==> config.mk <==
export PLATFORM = sky130hd
export DESIGN_NAME = pipeline_hazard_ctrl
export DESIGN_NICKNAME = d
export VERILOG_FILES = /design/src/rtl/pipeline_hazard_ctrl.sv
export SDC_FILE = /design/constraint.sdc
export NUM_CORES = 1
export LEC_CHECK = 0
export CELL_PAD_IN_SITES_DETAIL_PLACEMENT = 0
export CELL_PAD_IN_SITES_GLOBAL_PLACEMENT = 1
export CORE_MARGIN = 3
export CORE_UTILIZATION = 26
export DETAILED_ROUTE_END_ITERATION = 8
export PLACE_DENSITY_LB_ADDON = 0.25
export SLEW_MARGIN = 20
export SYNTH_ARGS = -nofsm -noshare
export SYNTH_HDL_FRONTEND = slang
export SYNTH_SLANG_ARGS = --single-unit
==> constraint.sdc <==
create_clock -name clk -period 2.55 [get_ports clk]
set_input_delay 0.3825 -clock clk [delete_from_list [all_inputs] [get_ports clk]]
set_output_delay 0.3825 -clock clk [all_outputs]
set_load 0.02 [all_outputs]
==> src/rtl/pipeline_hazard_ctrl.sv <==
// Stall/flush sequencer: mispredict flush, load-use bubble, mul/div hold.
// Optional HAZARD_PERF_EN adds saturating perf counters.
module pipeline_hazard_ctrl #(
  parameter int MD_TIMEOUT = 32,
  parameter int CNT_W      = 6
) (
  input  logic       clk,
  input  logic       rst_n,
  input  logic [4:0] id_rs,
  input  logic [4:0] id_rt,
  input  logic       id_uses_rs,
  input  logic       id_uses_rt,
  input  logic       ex_mem_read,
  input  logic [4:0] ex_rt,
  input  logic       predict_fail,
  input  logic       md_start,
  input  logic       md_done,
  output logic       pc_en,
  output logic       if_id_en,
  output logic       load_use,
  output logic       if_id_flush,
  output logic       id_ex_flush,
  output logic       md_busy,
`ifdef HAZARD_PERF_EN
  output logic [31:0] perf_lu,
  output logic [31:0] perf_flush,
  output logic [31:0] perf_md,
`endif
  output logic       md_timeout
);

  typedef enum logic [1:0] {
    RUN     = 2'd0,
    MD_WAIT = 2'd1
  } state_t;

  state_t           state_q, state_d;
  logic [CNT_W-1:0] md_cnt_q, md_cnt_d;
  logic             md_to_q, md_to_d;
  logic             lu_hit;
  logic             cnt_last;
  logic             lu_stall;

  assign lu_hit = ex_mem_read & (ex_rt != 5'd0) &
                  ((id_uses_rs & (id_rs == ex_rt)) |
                   (id_uses_rt & (id_rt == ex_rt)));

  assign cnt_last = (md_cnt_q == CNT_W'(MD_TIMEOUT - 1));

  // a load-use bubble is only taken in RUN and loses to a flush
  assign lu_stall = (state_q == RUN) & lu_hit & ~predict_fail;

  assign md_timeout = md_to_q & rst_n;

  // state, counter and timeout pulse registers
  always_ff @(posedge clk) begin
    if (!rst_n) begin
      state_q  <= RUN;
      md_cnt_q <= '0;
      md_to_q  <= 1'b0;
    end else begin
      state_q  <= state_d;
      md_cnt_q <= md_cnt_d;
      md_to_q  <= md_to_d;
    end
  end

  // next state and stall/flush outputs
  always_comb begin
    state_d     = state_q;
    md_cnt_d    = md_cnt_q;
    md_to_d     = 1'b0;
    pc_en       = 1'b0;
    if_id_en    = 1'b0;
    load_use    = 1'b0;
    if_id_flush = 1'b0;
    id_ex_flush = 1'b0;
    md_busy     = 1'b0;
    unique case (state_q)
      RUN: begin
        md_cnt_d = '0;
        if (predict_fail) begin
          pc_en       = 1'b1;
          if_id_en    = 1'b1;
          if_id_flush = 1'b1;
          id_ex_flush = 1'b1;
        end else begin
          if (lu_hit) begin
            load_use    = 1'b1;
            id_ex_flush = 1'b1;
          end else begin
            pc_en    = 1'b1;
            if_id_en = 1'b1;
          end
          if (md_start) begin
            state_d = MD_WAIT;
          end
        end
      end
      MD_WAIT: begin
        md_busy  = 1'b1;
        md_cnt_d = md_cnt_q + 1'b1;
        if (predict_fail) begin
          pc_en       = 1'b1;
          if_id_en    = 1'b1;
          if_id_flush = 1'b1;
          id_ex_flush = 1'b1;
        end else begin
          load_use    = 1'b1;
          id_ex_flush = 1'b1;
        end
        if (md_done) begin
          state_d  = RUN;
          md_cnt_d = '0;
        end else if (cnt_last) begin
          state_d  = RUN;
          md_cnt_d = '0;
          md_to_d  = 1'b1;
        end
      end
      default: begin
        state_d  = RUN;
        md_cnt_d = '0;
      end
    endcase
    if (!rst_n) begin
      pc_en       = 1'b0;
      if_id_en    = 1'b0;
      load_use    = 1'b0;
      if_id_flush = 1'b0;
      id_ex_flush = 1'b0;
      md_busy     = 1'b0;
    end
  end

`ifdef HAZARD_PERF_EN
  // saturating event counters
  always_ff @(posedge clk) begin
    if (!rst_n) begin
      perf_lu    <= '0;
      perf_flush <= '0;
      perf_md    <= '0;
    end else begin
      if (lu_stall && perf_lu != '1)
        perf_lu <= perf_lu + 32'd1;
      if (predict_fail && perf_flush != '1)
        perf_flush <= perf_flush + 32'd1;
      if (state_q == MD_WAIT && perf_md != '1)
        perf_md <= perf_md + 32'd1;
    end
  end
`else
  logic unused_lu;
  assign unused_lu = lu_stall;
`endif

endmodule

**Word level (Yosys, flattened, before mapping)**

Index checks and enable logic that the tools add are counted.

- Bits in registers: 9
- Latch bits: 0
- RAM bits: 0
- Memory bits (read-only): 0
- Input bits: 23
- Output and inout port bits: 7
- Word-level logic and storage cells: 48
- Memories kept: 0

- Add/subtract/negate cells: 1
- $mul: 0
- Div/mod/pow operators: 0
- $lt $le $gt $ge: 0
- Equal/unequal tests: 7
- Shift-type cells: 0
- Mux-type cells: 23
- Bitwise operators: 8
- Reduce and logical (&&, ||, !) cells: 6

Operators by type and width:

| cell | count |
|---|---|
| two-way mux 1 bit | 15 |
| equality test 5 bit | 2 |
| two-way mux 2 bit | 4 |
| adder 6 x 1 -> 6 bit (second input constant) | 1 |
| equality test 6 x 5 -> 1 bit (second input constant) | 1 |
| case mux 1 bit (2 select lines) | 3 |
| bitwise AND 1 bit | 5 |
| nonzero test 5 bit | 1 |
| != test 2 bit (second input constant) | 2 |
| case mux 2 bit (2 select lines) | 1 |
| OR reduction 4 bit | 1 |
| != test 3 bit (second input constant) | 1 |
| AND reduction 3 bit | 1 |
| OR reduction 3 bit | 1 |
| equality test 2 x 1 -> 1 bit (second input constant) | 1 |
| logical NOT 2 bit | 1 |
| NOT 1 bit | 2 |
| OR reduction 2 bit | 1 |
| bitwise OR 1 bit | 1 |

**Depth between registers and ports, before layout**

- Word-level depth: 8
- Gate-level depth with buffers: 5
- Mapped depth without buffers: 4

**Worst setup path before layout**

No wires, ideal clock.

- Path kind: in2out
- Start point: input port ex_rt[3]
- End point: output port pc_en
- Arrival time: 1.564 ns
- Data required time: 2.168 ns
- Setup slack: 0.604 ns
- Stages: 5
- Buffers on the path: 1
- Path through: xor2_1 > nor4_2 > a32oi_1 > o311a_1 > buf_4

- Longest elaborated chain between the ends: 8
- Elaborated cells on any way between the ends: 12
- Those cells by class: 2 x eq/ne; 4 x mux; 5 x bitwise; 1 x reduce/logical

RTL lines:

| what | line | RTL |
|---|---|---|
| start: declaration | 14 | `input logic [4:0] ex_rt,` |
| equality test 5 bit, on equally long branches | 45, 46 |  |
| bitwise AND 1 bit, on equally long branches | 45, 46 |  |
| bitwise OR 1 bit | 45 | `((id_uses_rs & (id_rs == ex_rt)) \|` |
| bitwise AND 1 bit * | 44 | `assign lu_hit = ex_mem_read & (ex_rt != 5'd0) &` |
| two-way mux 1 bit * (2 in series) | - |  |
| case mux 1 bit (2 select lines) * | - |  |
| two-way mux 1 bit * | - |  |
| end: declaration | 18 | `output logic pc_en,` |

Mark *: on every way between the ends. The rest lies on a longest branch, timed or not.

**Worst setup path in the final report**

- Start point: input port ex_rt[1]
- End point: output port id_ex_flush

- Longest elaborated chain between the ends: 8
- Elaborated cells on any way between the ends: 12
- Those cells by class: 2 x eq/ne; 4 x mux; 5 x bitwise; 1 x reduce/logical

RTL lines:

| what | line | RTL |
|---|---|---|
| equality test 5 bit, on equally long branches | 45, 46 |  |
| bitwise AND 1 bit, on equally long branches | 45, 46 |  |
| bitwise OR 1 bit | 45 |  |
| bitwise AND 1 bit * | 44 |  |
| two-way mux 1 bit * | 88 | `if (lu_hit) begin` |
| two-way mux 1 bit * | 82 | `if (predict_fail) begin` |
| case mux 1 bit (2 select lines) * | 79 | `unique case (state_q)` |
| two-way mux 1 bit * | 126 | `if (!rst_n) begin` |
| end: declaration | 22 | `output logic id_ex_flush,` |

Marks and branches as above.

==> results list <==
- Register clock-pin slew on the reported worst setup and hold paths: 0.05 ns
* Fmax: 0.413 GHz
* Placeable Area: 1760 um2
* Flip-flop and latch count after synthesis: 8
* Category of the worst setup path capture point: output port
- After synthesis, the mean cell area works out to 8.65 um2.
- Max FO, Critical Path: 3
* TritonCTS clock tree: built
- Crit share post-route: 0.950
- DRC violation count after routing: 0
- Number of buffers inserted during clock tree synthesis: 3
- Run status: complete, no violations
* Post-synthesis to final-layout area growth: 76.9%
- Power density over cell area: 355 nW/um2
- For this design the static power due to leakage is 0.327 nW.
- Slew Limit Headroom: 0.758
* Post-route minimum period: 2.42 ns
- Average wire per standard cell: 9.45 um
- Number of DRC markers after the initial detailed-route iteration: 5
- In this run the count of I/O pins placed on the die edge is 30.
- Yosys mapped the design onto 25 distinct sky130hd cell types.
* Post-DP HPWL: 963 um
* Clock skew after layout: 0.00469 ns
- During placement, the flow inserted port buffers numbering 29.
* Final routed wirelength across all metal layers: 1120 um
- Crit path kind: in -> out
- Final weighted congestion of routability-driven global placement: 0.741
- Placed cell count: 115
- Using the TritonRoute via totals, the vias-per-cell ratio works out to 4.35.
- Final setup violation count: 0
- Across all layers, the routed design uses 518 vias.
- Cell count after synthesis: 57
- In this run the deepest clock path goes through 2 buffers.
- Timing analysis after detailed placement gives a worst setup slack of -0.281 ns.
- The die covers 2450 um2.
* # H-tree levels: 1
* Worst-case setup margin in the final layout: 0.127 ns
- After the last flow step, the layout net total stands at 120.
* IR Drop Worst-Case VDD: 0.196 mV
* Initial antenna violation count: 0
- For the worst flop-to-flop path, the logic depth is 4.
- The number of global-route vias before repair is 471.
* Maximum capacitance violations: 0
* Layout Cells excl Fill: 119
- Entering global routing, the biggest net connects 7 pins.
- The tree built by TritonCTS fans out to 8 sinks.
* Number of slew-limit violations in the final report: 0
* Critical path data arrival time: 2.04 ns
* Synthesis Warnings: 0
- The detail route stage leaves a number of antenna-violating nets equal to 0.
- Number of search-and-repair iterations in the first detailed-routing pass: 4
- Y dimension of the die: 49.5 um
- Along the worst hold path, the cell count comes to 1.
- Counting the fill cells in the layout gives 186.
* Clock root cell: sky130_fd_sc_hd__clkbuf_4
- The die is 49.5 um wide.
- Synthesis produced a netlist with a net count of 81.
- Transition time at the pin with the least slew margin: 0.362 ns
- For the worst setup path, the data required time is 2.17 ns.
* Number of antenna repair diodes: 0
- In the final layout, the share of cells above drive strength 1 is 0.181.
- Core Rows: 15
* Synth Cell Area: 493 um2
- The clock reaches the later pin of the worst-skew pair after 0.25 ns.
* Wire length of the first global-routing pass: 1950 um
- Worst hold-check path type: reg -> reg
* Overall overflow remaining after global route: 0
- All-Layer GR Usage: 0.105
* Fin. Hold Viols: 0
- Setup repair after global routing could not meet its margin everywhere.
- Critical path launch point type: primary input
- Starting utilization of the core area: 0.279
* Post-synthesis sequential area ratio: 0.325
[final timing paths]
kind	end	slack, ns	startpoint
worst max register to register	state_q[0]	1.29	md_cnt_q[0]
worst min-delay path	md_cnt_q[0]	0.45	md_cnt_q[0]
worst max-delay path	id_ex_flush	0.13	ex_rt[1]
worst min register to register	md_cnt_q[0]	0.45	md_cnt_q[0]
[what timing repair did]
| item | CTS | global route |
|---|---|---|
| setup endpoints to repair | 4 | 4 |
| gates cloned | 0 | 0 |
| setup buffers | 1 | 0 |
| gates resized for setup | 10 | 7 |
| hold buffers | 0 | 0 |
| pin swaps | 1 | 1 |
| endpoints found under the hold margin | 0 | 0 |
[where the power goes]
part	internal (mW)	switching, mW
registers	0.127	0.00109
logic	0.0541	0.0337
clock network	0.0537	0.0407
total	0.234	0.0756
[critical path, cell delays in order]
cell and delay (ns):
sky130_fd_sc_hd__clkdlybuf4s50_1 0.46, sky130_fd_sc_hd__xor2_1 0.19, sky130_fd_sc_hd__nor4_2 0.28, sky130_fd_sc_hd__a32oi_2 0.17, sky130_fd_sc_hd__buf_4 0.16, sky130_fd_sc_hd__o31ai_1 0.20, sky130_fd_sc_hd__buf_2 0.19
[sequential cells by signal (all words and copies together), names as in the netlist]
name / flops
state_q: 1
md_cnt_q: 6
md_to_q: 1
[final cells by class]
cell class              count  area, um2  share of cell area
repair buffers             35        315               0.362
well taps                  25       31.3              0.0359
flip-flops and latches      8        160               0.184
multi-input cells          46        335               0.385
inverters                   2       7.51             0.00861
clock buffers               3       22.5              0.0258
[kinds of logic after synthesis]
group,after synthesis,share of synthesized area
and+or+nand+nor,23,0.254
DFF,8,0.325
AOI/OAI and AO/OA,8,0.117
xor gates and xnor gates,14,0.249
buffers and inverters,3,0.0305
adders and majority gates,1,0.0254
[per-stage QoR]
stage | power [mW] | utilization | hold slack [ns] | cell area [um2] | TNS [ns]
2_1_floorplan | 0.161 | - | 0.418 | 493 | 0
3_3_place_gp | 0.219 | 0.479 | 0.428 | 845 | -0.997
3_5_place_dp | 0.219 | 0.479 | 0.444 | 845 | -1.02
4_1_cts | 0.316 | 0.499 | 0.452 | 881 | 0
5_1_grt | 0.328 | 0.494 | 0.472 | 872 | -0.0342
6_report | 0.310 | 0.494 | 0.446 | 872 | 0
[synthesized netlist by cell type (all sizes together)]
cell type / n / area, um2
nand2: 2 / 7.51
or4: 1 / 7.51
nor2: 7 / 26.3
o21bai: 1 / 7.51
o311a: 1 / 10.0
dfxtp: 8 / 160
or3: 1 / 6.26
xor2: 10 / 87.6
o22ai: 1 / 6.26
nand4: 1 / 6.26
ha: 1 / 12.5
a32oi: 1 / 8.76
o31ai: 2 / 15.0
nand3: 2 / 10.0
nor4: 2 / 18.8
nand2b: 2 / 12.5
and2: 4 / 25.0
xnor2: 4 / 35.0
nor3: 1 / 5.00
o21ai: 2 / 10.0
buf: 1 / 7.51
inv: 2 / 7.51
[metal layers]
metal,GRT usage,part of all wire,vias to the layer above
li1,-,-,273
met1,0.121,0.39,222
met2,0.163,0.52,21
met3,0.0453,0.073,2
met4,0.0553,0.018,0
met5,0,0,-
[cells in the final DEF, fill, tap and decap left out, types with 2 or more instances in the layout]
cell type | netlist | layout
sky130_fd_sc_hd__nand2_1 | 2 | 2
sky130_fd_sc_hd__dfxtp_1 | 8 | 8
sky130_fd_sc_hd__clkbuf_4 | 0 | 3
sky130_fd_sc_hd__buf_4 | 1 | 6
sky130_fd_sc_hd__nand3_1 | 2 | 2
sky130_fd_sc_hd__clkbuf_2 | 0 | 3
sky130_fd_sc_hd__nor4_2 | 1 | 2
sky130_fd_sc_hd__inv_1 | 2 | 2
sky130_fd_sc_hd__nor2_1 | 7 | 7
sky130_fd_sc_hd__xor2_1 | 10 | 10
sky130_fd_sc_hd__xnor2_1 | 4 | 4
sky130_fd_sc_hd__o31ai_1 | 2 | 2
sky130_fd_sc_hd__clkdlybuf4s50_1 | 0 | 25
sky130_fd_sc_hd__and2_1 | 3 | 3
sky130_fd_sc_hd__nand2b_1 | 2 | 2
Note: power is estimated with default switching activity, not from simulation.
